### config.mk
export PLATFORM = sky130hd
export DESIGN_NAME = mac_tc_reg
export DESIGN_NICKNAME = d
export VERILOG_FILES = /design/src/rtl/mac_tc_reg.sv
export SDC_FILE = /design/constraint.sdc
export NUM_CORES = 1
export LEC_CHECK = 0
export ABC_AREA = 1
export ABC_CLOCK_PERIOD_IN_PS = 65800
export CELL_PAD_IN_SITES_DETAIL_PLACEMENT = 2
export CELL_PAD_IN_SITES_GLOBAL_PLACEMENT = 2
export CORE_MARGIN = 4
export CORE_UTILIZATION = 35
export DETAILED_ROUTE_END_ITERATION = 16
export PLACE_DENSITY_LB_ADDON = 0.1
export RECOVER_POWER = 50
export SLEW_MARGIN = 40
export SYNTH_ARGS = -nofsm -noshare
export SYNTH_HDL_FRONTEND = slang
export SYNTH_SLANG_ARGS = --single-unit
### constraint.sdc
create_clock -name MAC_ACC_CLK -period 65.8 [get_ports MAC_ACC_CLK]
set_input_delay 6.58 -clock MAC_ACC_CLK [delete_from_list [all_inputs] [get_ports MAC_ACC_CLK]]
set_output_delay 6.58 -clock MAC_ACC_CLK [all_outputs]
set_load 0.03 [all_outputs]
### src/rtl/mac_tc_reg.sv
// Multiply-accumulate core: MAC = A*B + C, unsigned or two's complement by TC.
// Combinational result plus a one-cycle registered copy with sync reset.
module mac_tc_reg #(
  parameter int A_width = 10,
  parameter int B_width = 10,
  localparam int P_width = A_width + B_width
) (
  input  logic               MAC_ACC_CLK,
  input  logic               acc_ff_rst,
  input  logic               EN,
  input  logic [A_width-1:0] A,
  input  logic [B_width-1:0] B,
  input  logic [P_width-1:0] C,
  input  logic               TC,
  output logic [P_width-1:0] MAC,
  output logic [P_width-1:0] MAC_Q
);

  logic [P_width-1:0] a_ext;
  logic [P_width-1:0] b_ext;
  logic [P_width-1:0] prod;
  logic               a_fill;
  logic               b_fill;

  assign a_fill = TC & A[A_width-1];
  assign b_fill = TC & B[B_width-1];

  assign a_ext = {{B_width{a_fill}}, A};
  assign b_ext = {{A_width{b_fill}}, B};

  // Product of the extended operands modulo 2^P_width is exact in both modes.
  always_comb begin
    prod = '0;
    for (int i = 0; i < P_width; i++) begin
      if (b_ext[i]) begin
        prod = prod + (a_ext << i);
      end
    end
  end

  assign MAC = prod + C;

  always_ff @(posedge MAC_ACC_CLK) begin
    if (acc_ff_rst) begin
      MAC_Q <= '0;
    end else if (EN) begin
      MAC_Q <= MAC;
    end
  end

endmodule

## Word level (Yosys, flattened, before mapping)

Index checks and enable logic that the tools add are counted.
Widths: inputs -> output; s select.

- Add/sub/neg operators: 20
- Multiplexer cells: 20
- Bitwise operators: 2

Operators by type and width:

| kind | number |
|---|---|
| $add 20x20->20 | 20 |
| $mux 20 | 20 |
| $and 1x1->1 | 2 |

- Flip-flop bits (word level): 20
- Input port bits: 44
- Output and inout bits: 40
- Logic and storage cells: 43

## Longest topological paths before layout

Gate-level depths: netlist (run 1).

- Depth in word-level cells: 41
- Depth in mapped cells: 146
- Depth with buffers taken out: 144

## Worst setup path before layout (run 1)

No wires, ideal clock.

- Path kind: input to output
- Start point: input port B[0]
- End point: output port MAC[19]
- Arrival: 23.928 ns
- Data required time: 59.220 ns
- Setup slack: 35.292 ns
- Stages on the path: 133
- Path buffers: 2
- Cells stage by stage: buf_6 -> buf_4 -> nand2_1 -> inv_1 -> ha_1 -> fa_1 -> nand3_1 -> nand2_2 -> a21oi_1 -> xor2_1 -> a21oi_2 -> ha_1 -> a21oi_1 -> o211ai_1 -> or2_2 -> nand3_1 -> nand2_1 -> ha_1 -> [97 not listed] -> nand2_1 -> inv_1 -> ha_1 -> or2_2 -> nand2_1 -> inv_1 -> ha_1 -> inv_1 -> nor3_1 -> nor2_1 -> nand2_1 -> a21oi_1 -> nand3_1 -> nand2_1 -> inv_1 -> nand2_1 -> nand2_1 -> inv_1

- Cells in the longest elaborated chain, start to end: 40

RTL lines:

| what | RTL line | text |
|---|---|---|
| start, declared | 12 | `input logic [B_width-1:0] B,` |
| $mux 20 (*) | 35 | `if (b_ext[i]) begin` |
| $add 20x20->20 | 36 | `prod = prod + (a_ext << i);` |
| $mux 20 (*) | 35 |  |
| $add 20x20->20 | 36 |  |
| $mux 20 (*) | 35 |  |
| $add 20x20->20 | 36 |  |
| $mux 20 (*) | 35 |  |
| $add 20x20->20 | 36 |  |
| [24 not listed] | -- |  |
| $mux 20 (*) | 35 |  |
| $add 20x20->20 | 36 |  |
| $mux 20 (*) | 35 |  |
| $add 20x20->20 | 36 |  |
| $mux 20 (*) | 35 |  |
| $add 20x20->20 | 36 |  |
| $mux 20 (*) | 35 |  |
| $add 20x20->20 (*) | 41 | `assign MAC = prod + C;` |
| end, declared | 15 | `output logic [P_width-1:0] MAC,` |

Mark *: on every way between the ends. The rest lies on a longest branch, timed or not.

## Worst setup path after layout (run 1)

- Start point: input port A[0]
- End point: output port MAC[19]

- Cells in the longest elaborated chain, start to end: 40

RTL lines:

| what | RTL line | text |
|---|---|---|
| start, declared | 11 | `input logic [A_width-1:0] A,` |
| $mux 20 | 35 |  |
| $add 20x20->20 | 36 |  |
| $mux 20 | 35 |  |
| $add 20x20->20 | 36 |  |
| $mux 20 | 35 |  |
| $add 20x20->20 | 36 |  |
| $mux 20 | 35 |  |
| $add 20x20->20 | 36 |  |
| [24 not listed] | -- |  |
| $mux 20 | 35 |  |
| $add 20x20->20 | 36 |  |
| $mux 20 | 35 |  |
| $add 20x20->20 | 36 |  |
| $mux 20 | 35 |  |
| $add 20x20->20 | 36 |  |
| $mux 20 (*) | 35 |  |
| $add 20x20->20 (*) | 41 |  |

Marked as above.

==> metrics list, run 1 <==
- Internal power of the cells: 0.209 mW
- After clock tree synthesis, the clock-pin slew on the worst setup and hold paths is around 60 ps.
* Number of placement rows: 67
- Cell family contributing the most delay on the critical path: simple AND/OR/NAND/NOR gates
* Clock insertion delay at the later pin of the skew report: between 200 and 300 ps
* Slew of the pin with the lowest slew margin: 1720 ps
- The largest single stage delay on the critical path is approximately 1200 ps.
- After synthesis, the cell types taking the most area are sky130_fd_sc_hd__ha_1 19%, sky130_fd_sc_hd__nand2_1 17%, sky130_fd_sc_hd__inv_1 9.0%.
* Share of cells above drive strength 1: approximately 7.3%
- The checks that failed: max-capacitance violations, max-slew violations.
* Total count of max-transition violations in the final report: 22
- Fraction of synthesized cell area taken by the top area cell type: about a fifth
* Wire length of the first global-routing pass: approximately 80000 µm
- Max Cap Violations: 1
- In the final routed layout, each cell accounts on average for 19.2 µm.
* Relative contribution of sequential cells to total power: 3.2%
- The critical path starts at A[0].
- Count of buffering cells on the critical path with inverters included: 30
- Count of TritonRoute iterations in the first routing pass: 4
- Final count of hold timing violations: 0
- Weighted congestion at the end of routability-driven global placement: roughly 0.86
- Cells after Synth: just over 2000
* Total Power: between 0.5 and 0.6 mW
- Peak supply drop: between 0.03 and 0.04 mV
- Number of enable-type register cells in the synthesized netlist: 0
* TritonCTS clock tree: yes
* Post-CTS setup buffer count: 0
- Total nets after synthesis: approximately 2300
- Cell with the most instances after synthesis: sky130_fd_sc_hd__nand2_1
* Number of hold-repair buffers added at the cts stage: 0
* Placeable core area: about 0.034 mm²
- For this design, the slowest cell found on the critical path is sky130_fd_sc_hd__clkbuf_1.
- R2r startpoint: MAC_Q[10]$_SDFFE_PP0P_
- Most frequent CP cell: sky130_fd_sc_hd__nand2_1
- Starting density of the core: 35.5%
* Static Leakage: about 7.3 nW
* Startpoint of the most critical hold path: MAC_Q[9]$_SDFFE_PP0P_
* Share of synthesized cell area in full adder, half adder and majority cells: ~22%
* Share of synthesized cell area in and, or, nand and nor gates: 40.8%
- Total congestion overflow: 0
* Data required time at the worst endpoint: 59220 ps
- Mean cell area of the mapped netlist: around 5.8 µm²
* Most used standard cells in the synthesized netlist: 545 x sky130_fd_sc_hd__nand2_1, 286 x sky130_fd_sc_hd__inv_1, 181 x sky130_fd_sc_hd__ha_1
- Root buffer selected by CTS: sky130_fd_sc_hd__clkbuf_16
* Max-slew headroom: -14.5%
* Number of antenna repair diodes: 0
* Worst min-delay path class: flop to flop
- In the finished design, the share of the clock period the worst path needs comes to between 50% and 60%.
- Cell Pwr Density: approximately 41 mW/mm²
- Sequential area share after synthesis: around 3.4%
- Of all cell types, the one taking the most synthesized area is sky130_fd_sc_hd__ha_1.
- Cell Area, Synth: between 0.01 and 0.015 mm²
* Net count of the finished layout: 2363
- Number of standard cells in the layout, taps in and fillers out: around 2600
* Flip-flop count of the largest register, all copies and words added: 20
- Switching Power: around 0.33 mW
- After synthesis, the share of flip-flops with an asynchronous set or reset is 0%.
- In the final timing run, aggregate negative setup slack is 0 ps.
* Total of endpoints with negative setup slack in the final report: 0
- Top register by number of flip-flops: MAC_Q
- Of the total synthesized cell area, the portion taken by XOR and XNOR cells is between 5 and 6%.
- DP Area: around 0.013 mm²
- After synthesis the netlist holds a flip-flop and latch count of 20.
- Vertical die dimension: 192 µm
- Number of instances resized during post-cts repair: 0
- Of the total power, the clock network draws around 3.2%.
- The synthesized netlist devotes between 15 and 20% of its cell area to compound gates.
- The clock drives 20 sinks.
- In the synthesized netlist the dominant register cell turns out to be sky130_fd_sc_hd__dfxtp_1.
- Clock skew on the completed layout was measured at 0 ps.
- Entering global routing, the biggest net connects 44 pins.
- Num ports: between 80 and 90
- The number of clock buffers added by TritonCTS is 3.
- Number of global-route vias before repair: ~15000
- The flow ran to the end, but the final reports show violations.
- The routed layout has 13900 vias.
- Maximum net fanout on the critical path: 21
* Die area: approximately 0.037 mm²
- Iteration-0 DRC Markers: approximately 530
- Horizontal die dimension: 192 µm
* Main combinational cell family by area after synthesis: simple AND/OR/NAND/NOR gates
* Switching Fraction: between 60% and 70%
- Critical Path Start Type: input pin
* Gr usage total: 26.4%
* Number of different library cells in the post-synthesis netlist: 49
- Setup repair after global routing left no endpoint under its margin.
* Number of buffer cells added on primary ports: 83
* Share of cell area taken by muxes after synthesis: 0%
- In this run the remaining antenna-violating nets after routing total 0.
- In the final layout, the registers with the most flip-flops are MAC_Q x20.
- H-tree depth reported by CTS: 1
- From synthesis to final layout, the design area changed by 11.9%.
- Summed over all nets, the half-perimeter wirelength after detailed placement is 41300 µm.
- In the routed layout, each cell is associated on average with a via count of 5.41.
- STA classifies the critical path endpoint as a primary output.
* Final critical path time including I/O delays and setup: 35730 ps
- The share of total power dissipated in combinational logic is 93.7%.
* Critical path start-end classification: input pin to primary output
- DRC errors left: 0
- Cell Count Post-Placement: between 2000 and 3000
- Detailed Route WL: between 40000 and 50000 µm
- Derived from the worst setup path, the maximum achievable clock frequency is 0.0280 GHz.
- Worst path arrival time: slightly below 30000 ps
- The number of antenna violations at the first check in global routing is 0.
- Maximum number of buffers from clock root to sink: 2
* Cell area after layout: between 0.01 and 0.015 mm²
- Yosys warns: 0
layout by cell type (no fill, tap or decap), types with 43 or more instances in the layout:
master and n:
sky130_fd_sc_hd__clkdlybuf4s50_1 58, sky130_fd_sc_hd__nor2_1 146, sky130_fd_sc_hd__a21oi_1 174, sky130_fd_sc_hd__o21ai_0 134, sky130_fd_sc_hd__inv_1 285, sky130_fd_sc_hd__ha_1 181, sky130_fd_sc_hd__nand3_2 43, sky130_fd_sc_hd__xor2_1 49
sky130_fd_sc_hd__nand2_1 545, sky130_fd_sc_hd__nand3_1 167
layer usage:
layer  global-route usage, %  up-vias  share of wire [%]
li1                        -     6877                  -
met1                    32.6     6801                 45
met2                    50.3      143                 50
met3                    1.59       54                2.2
met4                    5.51        0                2.2
met5                       0        -                  0
final cells by class:
type / count / area, µm²
Clock buffer: 3 / 75.1
Clock inverter: 1 / 30.0
Fill cell: 4339 / 20200
Inverter: 301 / 1130
Multi-Input combinational cell: 1697 / 10200
Sequential cell: 20 / 400
Tap cell: 448 / 561
Timing Repair Buffer: 97 / 922
worst paths after layout:
kind                                  to  slack [ps]  depth (start not counted)
setup / recovery                 MAC[19]       30070                        138
hold reg to reg    MAC_Q[9]$_SDFFE_PP0P_         580                          4
hold / removal     MAC_Q[9]$_SDFFE_PP0P_         580                          4
setup reg to reg  MAC_Q[10]$_SDFFE_PP0P_       64960                          4
power groups by stage:
stage / clock, mW / combinational, mW / sequential, mW
5_1_grt: 0.0177 / 0.575 / 0.0174
6_report: 0.0172 / 0.509 / 0.0171
4_1_cts: 0.0172 / 0.514 / 0.0173
2_1_floorplan: 0 / 0.352 / 0.0233
3_3_place_gp: 0 / 0.482 / 0.0170
3_5_place_dp: 0 / 0.510 / 0.0174
stage by stage:
step                setup slack [ps]  utilization, %  hold WS (ps)
floorplan                      35290               -           642
global placement               31540            39.4           491
detailed placement             31030            39.4           548
CTS                            30950            39.7           586
global route                   27970            39.7           634
finish                         30070            39.7           580
logic make-up (layout without fill, tap and decap cells):
group / Yosys count / in the layout
AO/OA/AOI/OAI: 381 / 381
flip-flops: 20 / 20
adder cells (fa/ha/maj): 199 / 199
AND/OR/NAND/NOR: 1046 / 1046
buffers and inverters: 336 / 402
XOR/XNOR: 71 / 71
worst reg2reg max path: stages (launching register included):
cell	delay, ps
sky130_fd_sc_hd__dfxtp_1	320
sky130_fd_sc_hd__nor2_1	100
sky130_fd_sc_hd__nor2_1	60
sky130_fd_sc_hd__o21ai_0	140
sky130_fd_sc_hd__inv_1	100
Note: power is estimated with default switching activity, not from simulation.
==> run 2, diff against run 1 <==
--- a/config.mk
+++ b/config.mk
@@ -6,11 +6,11 @@
 export NUM_CORES = 1
 export LEC_CHECK = 0
 export ABC_AREA = 1
-export ABC_CLOCK_PERIOD_IN_PS = 65800
+export ABC_CLOCK_PERIOD_IN_PS = 34800
 export CELL_PAD_IN_SITES_DETAIL_PLACEMENT = 2
 export CELL_PAD_IN_SITES_GLOBAL_PLACEMENT = 2
 export CORE_MARGIN = 4
-export CORE_UTILIZATION = 35
+export CORE_UTILIZATION = 33
 export DETAILED_ROUTE_END_ITERATION = 16
 export PLACE_DENSITY_LB_ADDON = 0.1
 export RECOVER_POWER = 50
==> constraint.sdc (replaced) <==
create_clock -name MAC_ACC_CLK -period 34.8 [get_ports MAC_ACC_CLK]
set_input_delay 3.48 -clock MAC_ACC_CLK [delete_from_list [all_inputs] [get_ports MAC_ACC_CLK]]
set_output_delay 3.48 -clock MAC_ACC_CLK [all_outputs]
set_load 0.03 [all_outputs]
==> metrics list, run 2 (synthesis gave the netlist of run 1 again) <==
- Outcome: complete, but fails checks (unchanged).
- Violations in the final reports: max-capacitance violations, max-slew violations (unchanged).
* Switching Fraction: 61.5% (about the same)
* Critical Path Start Type: input pin (unchanged)
- Maximum number of buffers from clock root to sink: 2 (unchanged)
* Most frequent standard cell in the layout excluding fill and tap cells: sky130_fd_sc_hd__nand2_1 (unchanged)
- Most frequent CP cell: sky130_fd_sc_hd__nand2_1 (unchanged)
- Switching Power: 0.624 mW (was 0.334 mW)
* Peak supply drop: 0.0830 mV (was 0.0319 mV)
* Starting density of the core: 33.5% (was 35.5%)
- The routed length on met3 is 854 µm (was 1110 µm).
- The number of antenna violations at the first check in global routing is 0 (unchanged).
- Leading cell types in the layout, fill and taps excluded: 545 x sky130_fd_sc_hd__nand2_1, 284 x sky130_fd_sc_hd__inv_1, 181 x sky130_fd_sc_hd__ha_1 (was 545 x sky130_fd_sc_hd__nand2_1, 285 x sky130_fd_sc_hd__inv_1, 181 x sky130_fd_sc_hd__ha_1).
- After layout, the minimum clock period comes to around 30000 ps.
- The clock sink count was 20 (unchanged).
- Met2 routed WL: 24500 µm (was 24900 µm)
* Vertical die dimension: 198 µm (was 192 µm)
* Num ports: 84 (unchanged)
* DRC errors left: 0 (unchanged)
- R2r startpoint: MAC_Q[2]$_SDFFE_PP0P_ (was MAC_Q[10]$_SDFFE_PP0P_)
- The standby leakage power was 7.32 nW (was 7.33 nW).
- The core region area is 0.0356 mm² (was 0.0335 mm²).
- The fill cell total of the finished layout came to 4680 (was 4339).
* Weighted congestion at the end of routability-driven global placement: 0.887 (was 0.864)
- Largest registers: MAC_Q x20 (unchanged).
- The clock skew was 0 ps (unchanged).
- Clock insertion delay at the later pin of the skew report: 250 ps (was 260 ps)
* Wire length of the first global-routing pass: 78900 µm (was 80000 µm)
- Iteration-0 DRC Markers: 452 (was 525)
- The final antenna diode count was 0 (unchanged).
* Register-to-Register Setup Slack: 34020 ps (was 64960 ps)
- Hold-critical path endpoint: MAC_Q[1]$_SDFFE_PP0P_ (was MAC_Q[9]$_SDFFE_PP0P_)
* Maximum net fanout on the critical path: 21 (unchanged)
* Relative contribution of sequential cells to total power: 3.1% (was 3.2%)
- The critical setup path kind was input pin to primary output (unchanged).
- The number of cell instances on the worst register-to-register path was 4 (unchanged).
- Relative area change from synthesis to final layout: 11.9% (about the same)
- The instance count along the most critical hold path is 2 (was 4).
- Via count normalized by instance count: 5.36 (was 5.41)
- Final worst slack: 5070 ps (was 30070 ps)
- Highest signal layer in the routed design: met4 (unchanged)
- Critical path's slowest cell: sky130_fd_sc_hd__clkbuf_1 (unchanged)
* Worst path arrival time: 26250 ps (was 29150 ps)
* Clock power frac: 2.6% (was 3.2%)
- Peak clock frequency supported by timing: ~0.034 GHz
- The final hold violation count came to 0 (unchanged).
* Detailed placer's ending HPWL: 40900 µm (was 41300 µm)
- The combinational fraction of design power is 94.3% (was 93.7%).
* Slew of the pin with the lowest slew margin: 1840 ps (was 1720 ps)
- TritonCTS clock tree: yes (unchanged)
* Seq. cell area: 400 µm² (unchanged)
* Max Cap Violations: 2 (was 1)
* Data required time at the worst endpoint: 31320 ps (was 59220 ps)
- The number of nets in the finished design was 2363 (unchanged).
- Multi-input logic area: 0.0102 mm² (about the same)
- The worst-case headroom to the max-slew limit came to -23.0% (was -14.5%).
- Total of endpoints with negative setup slack in the final report: 0 (unchanged)
* Crit path capture type: primary output (unchanged)
* Pin count of the biggest net entering global routing: 44 (unchanged)
- Critical path's largest stage delay: 1320 ps (was 1230 ps)
- Share of cells above drive strength 1: 7.31% (unchanged)
- The startpoint of the worst hold path was MAC_Q[1]$_SDFFE_PP0P_ (was MAC_Q[9]$_SDFFE_PP0P_).
- Remaining antenna violation count: 0 (unchanged)
- Horizontal die dimension: 198 µm (was 192 µm)
- The endpoint of the most critical register-to-register path is MAC_Q[2]$_SDFFE_PP0P_ (was MAC_Q[10]$_SDFFE_PP0P_).
- The final sum of negative setup slack came to 0 ps (unchanged).
- The first-pass iteration count of the detailed router came to 4 (unchanged).
* Gr usage total: 24.4% (was 26.4%)
- Top register by number of flip-flops: MAC_Q (unchanged)
* Die area: 0.0392 mm² (was 0.0370 mm²)
* Internal power of the cells: 0.392 mW (was 0.209 mW)
* Total Power: 1.02 mW (was 0.544 mW)
* Number of placement rows: 69 (was 67)
- Detailed Route WL: 48700 µm (was 49400 µm)
- Number of hold-repair buffers added at the cts stage: 0 (unchanged)
- The via count of the first global-routing pass is 15000 (was 15300).
* Number of buffer cells added on primary ports: 83 (unchanged)
* Clock transition at the registers of the reported paths: 60 ps (about the same)
- Post-CTS setup buffer count: 0 (unchanged)
- Pre-CTS setup slack: 6070 ps (was 31030 ps)
- The number of H-tree levels was 1 (unchanged).
* Final period utilization: a little under nine tenths
* Root buffer selected by CTS: sky130_fd_sc_hd__clkbuf_16 (unchanged)
- Cell Pwr Density: 76.3 mW/mm² (was 40.8 mW/mm²)
- The sum of routed wire segments on met1 is 22500 µm (was 22200 µm).
* Flip-flop count of the largest register, all copies and words added: 20 (unchanged)
- The worst hold path class was flop to flop (unchanged).
- Overall via count from detail_route: 13800 (was 13900)
- Unrepaired setup endpoints after global routing: no (unchanged)
- The wire length per cell came to 18.9 µm (was 19.2 µm).
- The number of buffers created by CTS was 3 (unchanged).
* Total congestion overflow: 0 (unchanged)
- Number of instances resized during post-cts repair: 0 (unchanged)
- The max-slew violation count came to 44 (was 22).
run 2: worst max path at each step:
stage,start,endpoint,slack (ps),cells after the start
6_report,A[1],MAC[19],5070,138
3_3_place_gp,B[0],MAC[19],6470,135
2_1_floorplan,B[0],MAC[19],10490,133
3_5_place_dp,A[1],MAC[19],6070,135
4_1_cts,A[1],MAC[19],6000,135
5_1_grt,A[1],MAC[19],2890,139
run 2: layout make-up:
| class | instances | share of cell area (%) |
|---|---|---|
| multi-input cells | 1697 | 76.6 |
| inverters | 301 | 8.49 |
| repair buffers | 97 | 6.94 |
| well taps | 461 | 4.33 |
| flip-flops and latches | 20 | 3.01 |
| clock buffers | 4 | 0.667 |
run 2: worst max-delay path, delay by kind of cell:
family	cells	cell delay (ps)
buffers and inverters	29	4280
AOI/OAI and AO/OA	25	4200
adders and majority gates	20	6370
xor gates and xnor gates	4	670
and+or+nand+nor	60	7150
run 2: per-layer routing:
metal / vias up / GRT usage, %
met2: 127 / 46.0
met5: - / 0
li1: 6878 / -
met3: 44 / 0.970
met4: 0 / 3.62
met1: 6768 / 31.4
run 2: metrics by stage:
step	area, µm²	hold slack, ps	cells	util, %
final	13300	527	2580	37.4
after global routing	13300	596	2580	37.4
after CTS	13300	538	2580	37.5
after detailed placement	13200	519	2576	37.2
after global placement	13200	486	2576	37.2
after floorplan	11900	642	2053	-
run 2: power groups by stage:
stage                     Clock, mW  Sequential [mW]  Combinational [mW]
after floorplan                   0           0.0441               0.666
after global placement            0           0.0323               0.918
after detailed placement          0           0.0327               0.964
after CTS                    0.0266           0.0323               0.969
after global routing         0.0277           0.0330                1.08
final                        0.0262           0.0319               0.958
